## config.mk

```make
export PLATFORM = sky130hd
export DESIGN_NAME = rhythm_hit_judge
export DESIGN_NICKNAME = d
export VERILOG_FILES = /design/src/rtl/rhythm_hit_judge.sv
export SDC_FILE = /design/constraint.sdc
export NUM_CORES = 1
export LEC_CHECK = 0
export ABC_AREA = 1
export BUFFER_PORTS_ARGS = -buffer_cell sky130_fd_sc_hd__buf_2
export CAP_MARGIN = 5
export CELL_PAD_IN_SITES_DETAIL_PLACEMENT = 1
export CELL_PAD_IN_SITES_GLOBAL_PLACEMENT = 2
export CORE_MARGIN = 5
export CORE_UTILIZATION = 37
export DETAILED_ROUTE_END_ITERATION = 6
export GPL_ROUTABILITY_DRIVEN = 0
export PLACE_DENSITY = 0.9
export SYNTH_ARGS = -nofsm -noshare
export SYNTH_HDL_FRONTEND = slang
export SYNTH_SLANG_ARGS = --single-unit
export TNS_END_PERCENT = 30
```

## constraint.sdc

```tcl
create_clock -name i_Clk -period 6.2 [get_ports i_Clk]
set_clock_uncertainty 0.1 [all_clocks]
set_input_delay 0.93 -clock i_Clk [delete_from_list [all_inputs] [get_ports i_Clk]]
set_output_delay 0.93 -clock i_Clk [all_outputs]
set_load 0.05 [all_outputs]
```

## src/rtl/rhythm_hit_judge.sv

```systemverilog
// rhythm_hit_judge
//   Per-lane timing judge for a rhythm game. Compares the 1-clk key press
//   pulse against the 1-clk "note at hit line" pulse on a millisecond time
//   base derived from i_Clk, grades each note PERFECT / GOOD / MISS, and
//   keeps score, current combo and best combo for the display stage.
//
// Ports
//   i_Clk       system clock
//   i_Rst       asynchronous reset, active-low
//   i_fPush     1-clk press pulse from the one-push key stage
//   i_fNote     1-clk pulse: note crosses the hit line
//   i_Clear     synchronous game restart, active-high, highest priority
//   o_fJudge    1-clk pulse: a new judgement is on o_Judge
//   o_Judge     last judgement, held: 00 none, 01 PERFECT, 10 GOOD, 11 MISS
//   o_Score     accumulated score, saturating
//   o_Combo     current combo, saturating, cleared by MISS
//   o_MaxCombo  best combo since reset/clear
module rhythm_hit_judge #(
  parameter int TICK_DIV    = 50_000,
  parameter int PERFECT_MS  = 30,
  parameter int GOOD_MS     = 80,
  parameter int PERFECT_PTS = 100,
  parameter int GOOD_PTS    = 50,
  parameter int SCORE_W     = 20,
  parameter int COMBO_W     = 10
) (
  input  logic               i_Clk,
  input  logic               i_Rst,
  input  logic               i_fPush,
  input  logic               i_fNote,
  input  logic               i_Clear,
  output logic               o_fJudge,
  output logic [1:0]         o_Judge,
  output logic [SCORE_W-1:0] o_Score,
  output logic [COMBO_W-1:0] o_Combo,
  output logic [COMBO_W-1:0] o_MaxCombo
);

  localparam int DIV_W = $clog2(TICK_DIV + 1);
  localparam int AGE_W = $clog2(GOOD_MS + 1);

  localparam logic [DIV_W-1:0]   DIV_LAST    = DIV_W'(TICK_DIV - 1);
  localparam logic [AGE_W-1:0]   AGE_PERFECT = AGE_W'(PERFECT_MS);
  localparam logic [AGE_W-1:0]   AGE_GOOD    = AGE_W'(GOOD_MS);
  localparam logic [SCORE_W-1:0] PTS_PERFECT = SCORE_W'(PERFECT_PTS);
  localparam logic [SCORE_W-1:0] PTS_GOOD    = SCORE_W'(GOOD_PTS);

  localparam logic [1:0] J_NONE    = 2'b00;
  localparam logic [1:0] J_PERFECT = 2'b01;
  localparam logic [1:0] J_GOOD    = 2'b10;
  localparam logic [1:0] J_MISS    = 2'b11;

  typedef enum logic [1:0] {
    S_IDLE = 2'd0,  // waiting for a note; presses are remembered as "early"
    S_LATE = 2'd1,  // note has passed, waiting for a late press
    S_OUT  = 2'd2   // one-clock judgement output slot
  } state_t;

  state_t             state_r;
  logic [DIV_W-1:0]   div_cnt_r;
  logic               tick_r;
  logic               press_pend_r;
  logic [AGE_W-1:0]   press_age_r;
  logic [AGE_W-1:0]   late_age_r;
  logic               note_q_r;

  logic               fire_s;
  logic [1:0]         judge_s;
  logic [SCORE_W-1:0] pts_s;
  logic [COMBO_W-1:0] combo_next_s;

  function automatic logic [SCORE_W-1:0] score_sat_add(
    input logic [SCORE_W-1:0] a,
    input logic [SCORE_W-1:0] b
  );
    logic [SCORE_W:0] sum;
    sum = {1'b0, a} + {1'b0, b};
    if (sum[SCORE_W]) begin
      return '1;
    end else begin
      return sum[SCORE_W-1:0];
    end
  endfunction

  function automatic logic [COMBO_W-1:0] combo_sat_inc(input logic [COMBO_W-1:0] a);
    if (&a) begin
      return a;
    end else begin
      return a + COMBO_W'(1);
    end
  endfunction

  // Judgement decode: which event (if any) settles a note in this clock.
  always_comb begin
    fire_s  = 1'b0;
    judge_s = J_NONE;
    case (state_r)
      S_IDLE: begin
        if (i_fNote) begin
          // A push in the same clock is the newest press, age 0.
          if (i_fPush) begin
            fire_s  = 1'b1;
            judge_s = J_PERFECT;
          end else if (press_pend_r && (press_age_r <= AGE_PERFECT)) begin
            fire_s  = 1'b1;
            judge_s = J_PERFECT;
          end else if (press_pend_r && (press_age_r <= AGE_GOOD)) begin
            fire_s  = 1'b1;
            judge_s = J_GOOD;
          end else begin
            fire_s  = 1'b0;
            judge_s = J_NONE;
          end
        end else begin
          fire_s  = 1'b0;
          judge_s = J_NONE;
        end
      end
      S_LATE: begin
        // Push outranks both the expiry tick and a following note.
        if (i_fPush) begin
          fire_s  = 1'b1;
          judge_s = (late_age_r <= AGE_PERFECT) ? J_PERFECT : J_GOOD;
        end else if (i_fNote) begin
          fire_s  = 1'b1;
          judge_s = J_MISS;
        end else if (tick_r && (late_age_r == AGE_GOOD)) begin
          fire_s  = 1'b1;
          judge_s = J_MISS;
        end else begin
          fire_s  = 1'b0;
          judge_s = J_NONE;
        end
      end
      default: begin
        fire_s  = 1'b0;
        judge_s = J_NONE;
      end
    endcase
  end

  // Score increment and next combo for the decoded judgement.
  always_comb begin
    pts_s = '0;
    case (judge_s)
      J_PERFECT: pts_s = PTS_PERFECT;
      J_GOOD:    pts_s = PTS_GOOD;
      default:   pts_s = '0;
    endcase
    if (judge_s == J_MISS) begin
      combo_next_s = '0;
    end else begin
      combo_next_s = combo_sat_inc(o_Combo);
    end
  end

  // Tick divider, press tracking, FSM and registered outputs.
  always_ff @(posedge i_Clk or negedge i_Rst) begin
    if (!i_Rst) begin
      state_r      <= S_IDLE;
      div_cnt_r    <= '0;
      tick_r       <= 1'b0;
      press_pend_r <= 1'b0;
      press_age_r  <= '0;
      late_age_r   <= '0;
      note_q_r     <= 1'b0;
      o_fJudge     <= 1'b0;
      o_Judge      <= J_NONE;
      o_Score      <= '0;
      o_Combo      <= '0;
      o_MaxCombo   <= '0;
    end else if (i_Clear) begin
      state_r      <= S_IDLE;
      div_cnt_r    <= '0;
      tick_r       <= 1'b0;
      press_pend_r <= 1'b0;
      press_age_r  <= '0;
      late_age_r   <= '0;
      note_q_r     <= 1'b0;
      o_fJudge     <= 1'b0;
      o_Judge      <= J_NONE;
      o_Score      <= '0;
      o_Combo      <= '0;
      o_MaxCombo   <= '0;
    end else begin
      if (div_cnt_r == DIV_LAST) begin
        div_cnt_r <= '0;
        tick_r    <= 1'b1;
      end else begin
        div_cnt_r <= div_cnt_r + DIV_W'(1);
        tick_r    <= 1'b0;
      end

      o_fJudge <= fire_s;
      if (fire_s) begin
        o_Judge <= judge_s;
        o_Score <= score_sat_add(o_Score, pts_s);
        o_Combo <= combo_next_s;
        if (combo_next_s > o_MaxCombo) begin
          o_MaxCombo <= combo_next_s;
        end
      end

      // Early-press memory: a note in S_IDLE always consumes it (used or
      // not); a newer press restarts the age; expired presses vanish quietly.
      if ((state_r == S_IDLE) && i_fNote) begin
        press_pend_r <= 1'b0;
        press_age_r  <= '0;
      end else if (i_fPush && (state_r != S_LATE)) begin
        press_pend_r <= 1'b1;
        press_age_r  <= '0;
      end else if (tick_r && press_pend_r) begin
        if (press_age_r >= AGE_GOOD) begin
          press_pend_r <= 1'b0;
          press_age_r  <= '0;
        end else begin
          press_age_r  <= press_age_r + AGE_W'(1);
        end
      end

      case (state_r)
        S_IDLE: begin
          if (fire_s) begin
            state_r <= S_OUT;
          end else if (i_fNote) begin
            state_r    <= S_LATE;
            late_age_r <= '0;
          end
        end
        S_LATE: begin
          if (fire_s) begin
            state_r <= S_OUT;
            // A note that arrives while the old one is being settled waits
            // in note_q and becomes the next late note.
            if (i_fNote) begin
              note_q_r <= 1'b1;
            end
          end else if (tick_r) begin
            late_age_r <= late_age_r + AGE_W'(1);
          end
        end
        S_OUT: begin
          if (note_q_r || i_fNote) begin
            note_q_r   <= 1'b0;
            state_r    <= S_LATE;
            late_age_r <= '0;
          end else begin
            state_r <= S_IDLE;
          end
        end
        default: begin
          state_r <= S_IDLE;
        end
      endcase
    end
  end

endmodule

```

==> After elaboration in Yosys (flattened, before gate mapping) <==
Cells that the tools add are included.
{ "classes": {"bitwise": 0, "n_mux": 63, "reduce_logical": 20, "div_mod_pow": 0, "n_eq_ne": 16, "multipliers": 0, "add_sub_neg": 5, "order_cmp": 5, "shifts": 0} }
{ "op_table": {"columns": ["op", "count"], "rows": [
  ["2-to-1 mux 7 bit", 11],
  ["2-to-1 mux 10 bit", 7],
  ["2-to-1 mux 20 bit", 3],
  ["2-to-1 mux 16 bit", 2],
  ["2-to-1 mux 2 bit", 14],
  ["adder 20 x 20 -> 21 bit", 1],
  ["!= test 3 bit, second input constant", 7],
  ["case mux 7 bit (3 select lines)", 1],
  ["2-to-1 mux 1 bit", 20],
  ["adder 16 x 1 -> 16 bit, second input constant", 1],
  ["equality test 16 bit, second input constant", 1],
  ["adder 7 x 1 -> 7 bit, second input constant", 2],
  ["less-or-equal comparator 7 x 5 -> 1 bit, second input constant", 2],
  ["case mux 7 bit (2 select lines)", 1],
  ["nonzero test 4 bit", 3],
  ["adder 10 x 1 -> 10 bit, second input constant", 1],
  ["greater-than comparator 10 bit", 1],
  ["AND reduction 10 bit", 1],
  ["equality test 7 bit, second input constant", 1],
  ["greater-or-equal comparator 7 bit, second input constant", 1],
  ["less-or-equal comparator 7 bit, second input constant", 1],
  ["equality test 2 bit, second input constant", 3],
  ["logical AND 1 bit", 6],
  ["case mux 2 bit (3 select lines)", 1],
  ["12 further kinds", 17]
]} }
{ "word_totals": {"inputBits": 5, "mem_count": 0, "elab_cells": 121, "latchBits": 0, "register_bits": 78, "ramBits": 0, "out_inout_bits": 43, "rom_bits": 0} }

==> Depth between registers and ports, before layout <==
{ "logic_depth": {"depth_word": 13, "depth_mapped": 24, "ltp_nobuf": 24} }

==> Least setup slack after synthesis <==
No wires, ideal clock.
{ "synth_timing": {"path_type": "input to register", "startpoint": "input i_fNote", "endpoint": "register o_MaxCombo[7]", "setup_ps": 66, "arrival_ps": 3149, "path_buffers": 1, "stages": 18, "t_required_ps": 6034, "path_slack_ps": 2884, "cell_sequence": "nand2_1 nor2_1 nand2_2 o22ai_1 ha_1 inv_1 o211ai_1 inv_1 ha_1 nand2_1 nor2_1 nand3_1 nand3_1 nand2_1 inv_1 buf_2 nand4_1 nand2_1"} }
{ "synth_between": {"elab_chain_cells": 8, "elab_cells_between_ends": 17, "classes_between": "1 x order compare; 1 x eq/ne; 12 x mux; 3 x reduce/logical"} }
{ "synth_rtl": {"columns": ["item", "line", "source"], "rows": [
  ["start: declaration", "30", "input logic i_fNote,"],
  ["2-to-1 mux 2 bit", "124", "end else if (i_fNote) begin"],
  ["2-to-1 mux 2 bit", "121", "if (i_fPush) begin"],
  ["case mux 2 bit (2 select lines)", "97", "case (state_r)"],
  ["equality test 2 bit", "150", "if (judge_s == J_MISS) begin"],
  ["2-to-1 mux 10 bit", "150", null],
  ["greater-than comparator 10 bit / 2-to-1 mux 10 bit (equally long branches)", "199", "if (combo_next_s > o_MaxCombo) begin"],
  ["nonzero test 2 bit (no source line) / 2-to-1 mux 10 bit (equally long branches)", null, null],
  ["AND reduction 2 bit (no source line) / 2-to-1 mux 10 bit (equally long branches)", null, null],
  ["end signal: assignment", "200", "o_MaxCombo <= combo_next_s;"],
  ["end: declaration", "36", "output logic [COMBO_W-1:0] o_MaxCombo"]
]} }
Several ways; a longest one is shown, not always the timed one. The select of a mux whose other input is x is not followed.
A chain may end at the register's enable or synchronous reset.

==> Worst setup path in the final report <==
{ "layout_timing": {"startpoint": "register late_age_r[0]", "endpoint": "register o_MaxCombo[5]"} }
{ "layout_between": {"elab_chain_cells": 11, "elab_cells_between_ends": 21, "classes_between": "2 x order compare; 2 x eq/ne; 13 x mux; 4 x reduce/logical"} }
{ "layout_rtl": {"columns": ["item", "line", "source"], "rows": [
  ["start: declaration", "64", "logic [AGE_W-1:0] late_age_r;"],
  ["start signal: assignment", "239", "late_age_r <= late_age_r + AGE_W'(1);"],
  ["parallel branches: the longest is 11 deep, another holds greater-than comparator 10 bit", null, null]
]} }
Several ways; the timed one is not identified. The select of a mux whose other input is x is not followed.

==> results_dict.tcl <==
set metrics [dict create \
    status "completed" \
    path_depth 22 \
    worstSetupEndpointType "flip-flop" \
    clock_latency_ns 0.34 \
    setup_viol 0 \
    holdBufCountCts 0 \
    synth_area_leader_cell "dfrtp_1" \
    nets 782 \
    post-route-min-period_ns 4.04 \
    crit_buf_inv 5 \
    grt_max_degree 79 \
    drc_errors 0 \
    period_share_pct 65.1 \
    antenna_found_initial 0 \
    seqPwrFrac_pct 31.9 \
    fmax_mhz 248 \
    pwr-share-clk_pct 30.7 \
    initial_core_util_pct 37.4 \
    ir_worst_vdd_mv 0.150 \
    via_count 4813 \
    pin_count 48 \
    clkTransAtPathRegs_ns 0.06 \
    seq_area_frac_synth_pct 37.7 \
    intPower_w 0.00110 \
    power.switching_w 0.000791 \
    cts_sinks 78 \
    grt_pass1_wl_mm 24.8 \
    synth_top_area_share_pct 37.7 \
    worstPathCellList "inv_1 -> ha_1 -> inv_1 -> nor2_1 -> nand3_1 -> nand2_1 -> nand2_2 -> o22ai_1 -> ha_1 -> inv_1 -> o211ai_1 -> inv_1 -> ha_1 -> nand2_1 -> nor2_1 -> nand3_1 -> nand3_1 -> nand2_1 -> inv_1 -> nand2_2 -> nand3_1 -> nand2_1" \
    path_class "reg2reg" \
    place_hpwl_mm 10.7 \
    rrSetupSlack_ns 2.16 \
    syn2layout_area_growth_pct 13.3 \
    nFillCells 1764 \
    synth_nets 736 \
    final-max-slew-violation-count 0 \
    crit_start "late_age_r[0]" \
    cts_root_buffer "clkbuf_16" \
    syn_area_per_cell_sq_um 7.39 \
    r2r_cells 22 \
    netlist_area_sq_um 5180 \
    r2r_end "o_MaxCombo[5]" \
    relSlewSlack_pct 31.3 \
    port_buffers 47 \
    worst_slew_pin_slew_ns 1.03 \
    ys_ff_latch 78 \
    hold_viol_final 0 \
    clockBufferDepth 2 \
    dieArea_sq_um 16500 \
    final_cell_count_no_fill 932 \
    combPwrFrac_pct 37.5 \
    crit_fanout 11 \
    cp.arrival_ns 4.16 \
    h-tree-depth 3 \
    p_leak_nw 3.12 \
    synthCells 701 \
    fin_tns_setup_ns 0 \
    switching_share_pct 41.9 \
    cap_violations 0 \
    powerDensity_nw_per_um2 321 \
    cts_setup_buffers 0 \
    post_route_cells_drive_above_1_share_pct 13.3 \
    die_w_microns 128 \
    cp_top_family "simple AND/OR/NAND/NOR gates" \
    via_per_inst 5.16 \
    fp.coreArea_sq_um 13800 \
    critPathMaxStageDelay_ns 0.42 \
    synth_edf_count 0 \
    slowest_stage "o22ai_1" \
    synth.area.top_cells "dfrtp_1 38%, nand2_1 14%, ha_1 7.0%" \
    yosys_most_used_dff "dfrtp_1" \
    yosys_warnings 0 \
    critPathLaunchType "flip-flop" \
    async_reset_ff_share_pct 100 \
    wl_per_cell_microns 15.4 \
    cts_tree "built" \
    first_pass_iters 4 \
    synth_commonest_cells "198 x nand2_1, 94 x inv_1, 78 x dfrtp_1" \
    yosysMostFrequentCell "nand2_1" \
    rsz0062_at_grt "false" \
    multiInputGateArea_sq_um 2760 \
    hold_class "reg2reg" \
    grt_pass1_vias 5066 \
    dp.cells 916 \
    yosysUniqueCellTypes 43 \
    worstSetupEndpoint "o_MaxCombo[5]" \
    die_h_microns 128 \
    antenna_left 0 \
    numCtsBuffers 9 \
    grt-ovfl-total 0 \
    crit-reg2reg-launch "late_age_r[0]" \
    track_usage_pct 18.4 \
    regArea_sq_um 1950 \
    crit_required_ns 6.33 \
    crit_top_cell "inv_1" \
    drt-initial-drc-count 242 \
    fp-row-count 43 \
    p_total_w 0.00189 \
    wl_mm 14.3 \
    cts_resized 0 \
    diodes 0 \
]
## layer usage
| layer | routed length (microns) | vias up | track usage, % |
|---|---|---|---|
| li1 | - | 2362 | - |
| met1 | 6620 | 2364 | 23.5 |
| met2 | 7000 | 66 | 31.6 |
| met3 | 466 | 21 | 3.33 |
| met4 | 239 | 0 | 5.74 |
| met5 | 0 | - | 0 |
## power by group through the flow
stage	Sequential, W	Clock [W]	Combinational, W
6_report	0.000601	0.000579	0.000707
5_1_grt	0.000607	0.000618	0.000788
4_1_cts	0.000601	0.000592	0.000712
3_5_place_dp	0.000609	0	0.000710
3_3_place_gp	0.000606	0	0.000683
2_1_floorplan	0.000688	0	0.000472
## cells by family after synthesis
family                     after synthesis  share of synthesized area [%]
DFF                                     78                           37.7
xor gates and xnor gates                16                           2.71
and+or+nand+nor                        389                           34.2
adders and majority gates               30                           7.39
AOI/OAI and AO/OA                       77                           9.01
buffers and inverters                  111                           8.94
## worst min path at each step
| stage | start | end | depth (start not counted) |
|---|---|---|---|
| 5_1_grt | o_Judge[1] | o_Judge[1] | 2 |
| 4_1_cts | o_Judge[1] | o_Judge[1] | 2 |
| 3_5_place_dp | o_Judge[1] | o_Judge[1] | 2 |
| 2_1_floorplan | div_cnt_r[0] | div_cnt_r[0] | 1 |
| 3_3_place_gp | div_cnt_r[0] | div_cnt_r[0] | 1 |
| 6_report | o_Judge[1] | o_Judge[1] | 2 |
## state kept, by name, indices dropped and copies added, names as in the netlist
register / count
o_Judge: 2
state_r: 2
div_cnt_r: 16
press_age_r: 7
o_MaxCombo: 10
late_age_r: 7
o_fJudge: 1
o_Score: 20
note_q_r: 1
tick_r: 1
o_Combo: 10
press_pend_r: 1
## through the flow
step | worst slack, ns | hold slack, ns | util, % | instance area (sq um)
after global placement | 2.19 | 0.353 | 40.2 | 5550
after detailed placement | 2.00 | 0.368 | 40.2 | 5550
final | 2.16 | 0.380 | 42.4 | 5870
after floorplan | 2.88 | 0.333 | - | 5180
after CTS | 2.18 | 0.384 | 42.4 | 5870
after global routing | 1.71 | 0.403 | 42.4 | 5870
## tightest hold or removal path, cell delays in order (launching register included)
cell and delay [ns]:
dfrtp_1 0.34, nand2_1 0.05, nand2_1 0.05
## cell usage in the layout (no fill, tap or decap), types with 2 or more instances in the layout
master,n
a21o_1,2
a21oi_1,16
buf_2,46
bufinv_16,2
clkbuf_1,2
clkbuf_16,9
clkinv_2,2
dfrtp_1,78
ha_1,29
inv_1,94
inv_2,4
nand2_1,198
nand2_2,4
nand2_4,3
nand3_1,58
nand3_2,6
nand3b_1,4
nand4_1,19
nor2_1,63
nor2_2,2
nor3_1,18
nor3b_1,4
o21ai_0,24
o21ai_1,7
o21ai_2,10
o21bai_1,4
o22ai_1,9
or2_2,3
xnor2_1,5
xor2_1,11
## final cells by class
type,count,area share (%)
multi-input combinational,512,47.1
tap,180,3.84
sequential,78,33.3
inverter,99,6.38
clock buffer,12,4.20
timing repair buffer,47,4.05
clock inverter,4,1.19
Note: power is estimated with default switching activity, not from simulation.
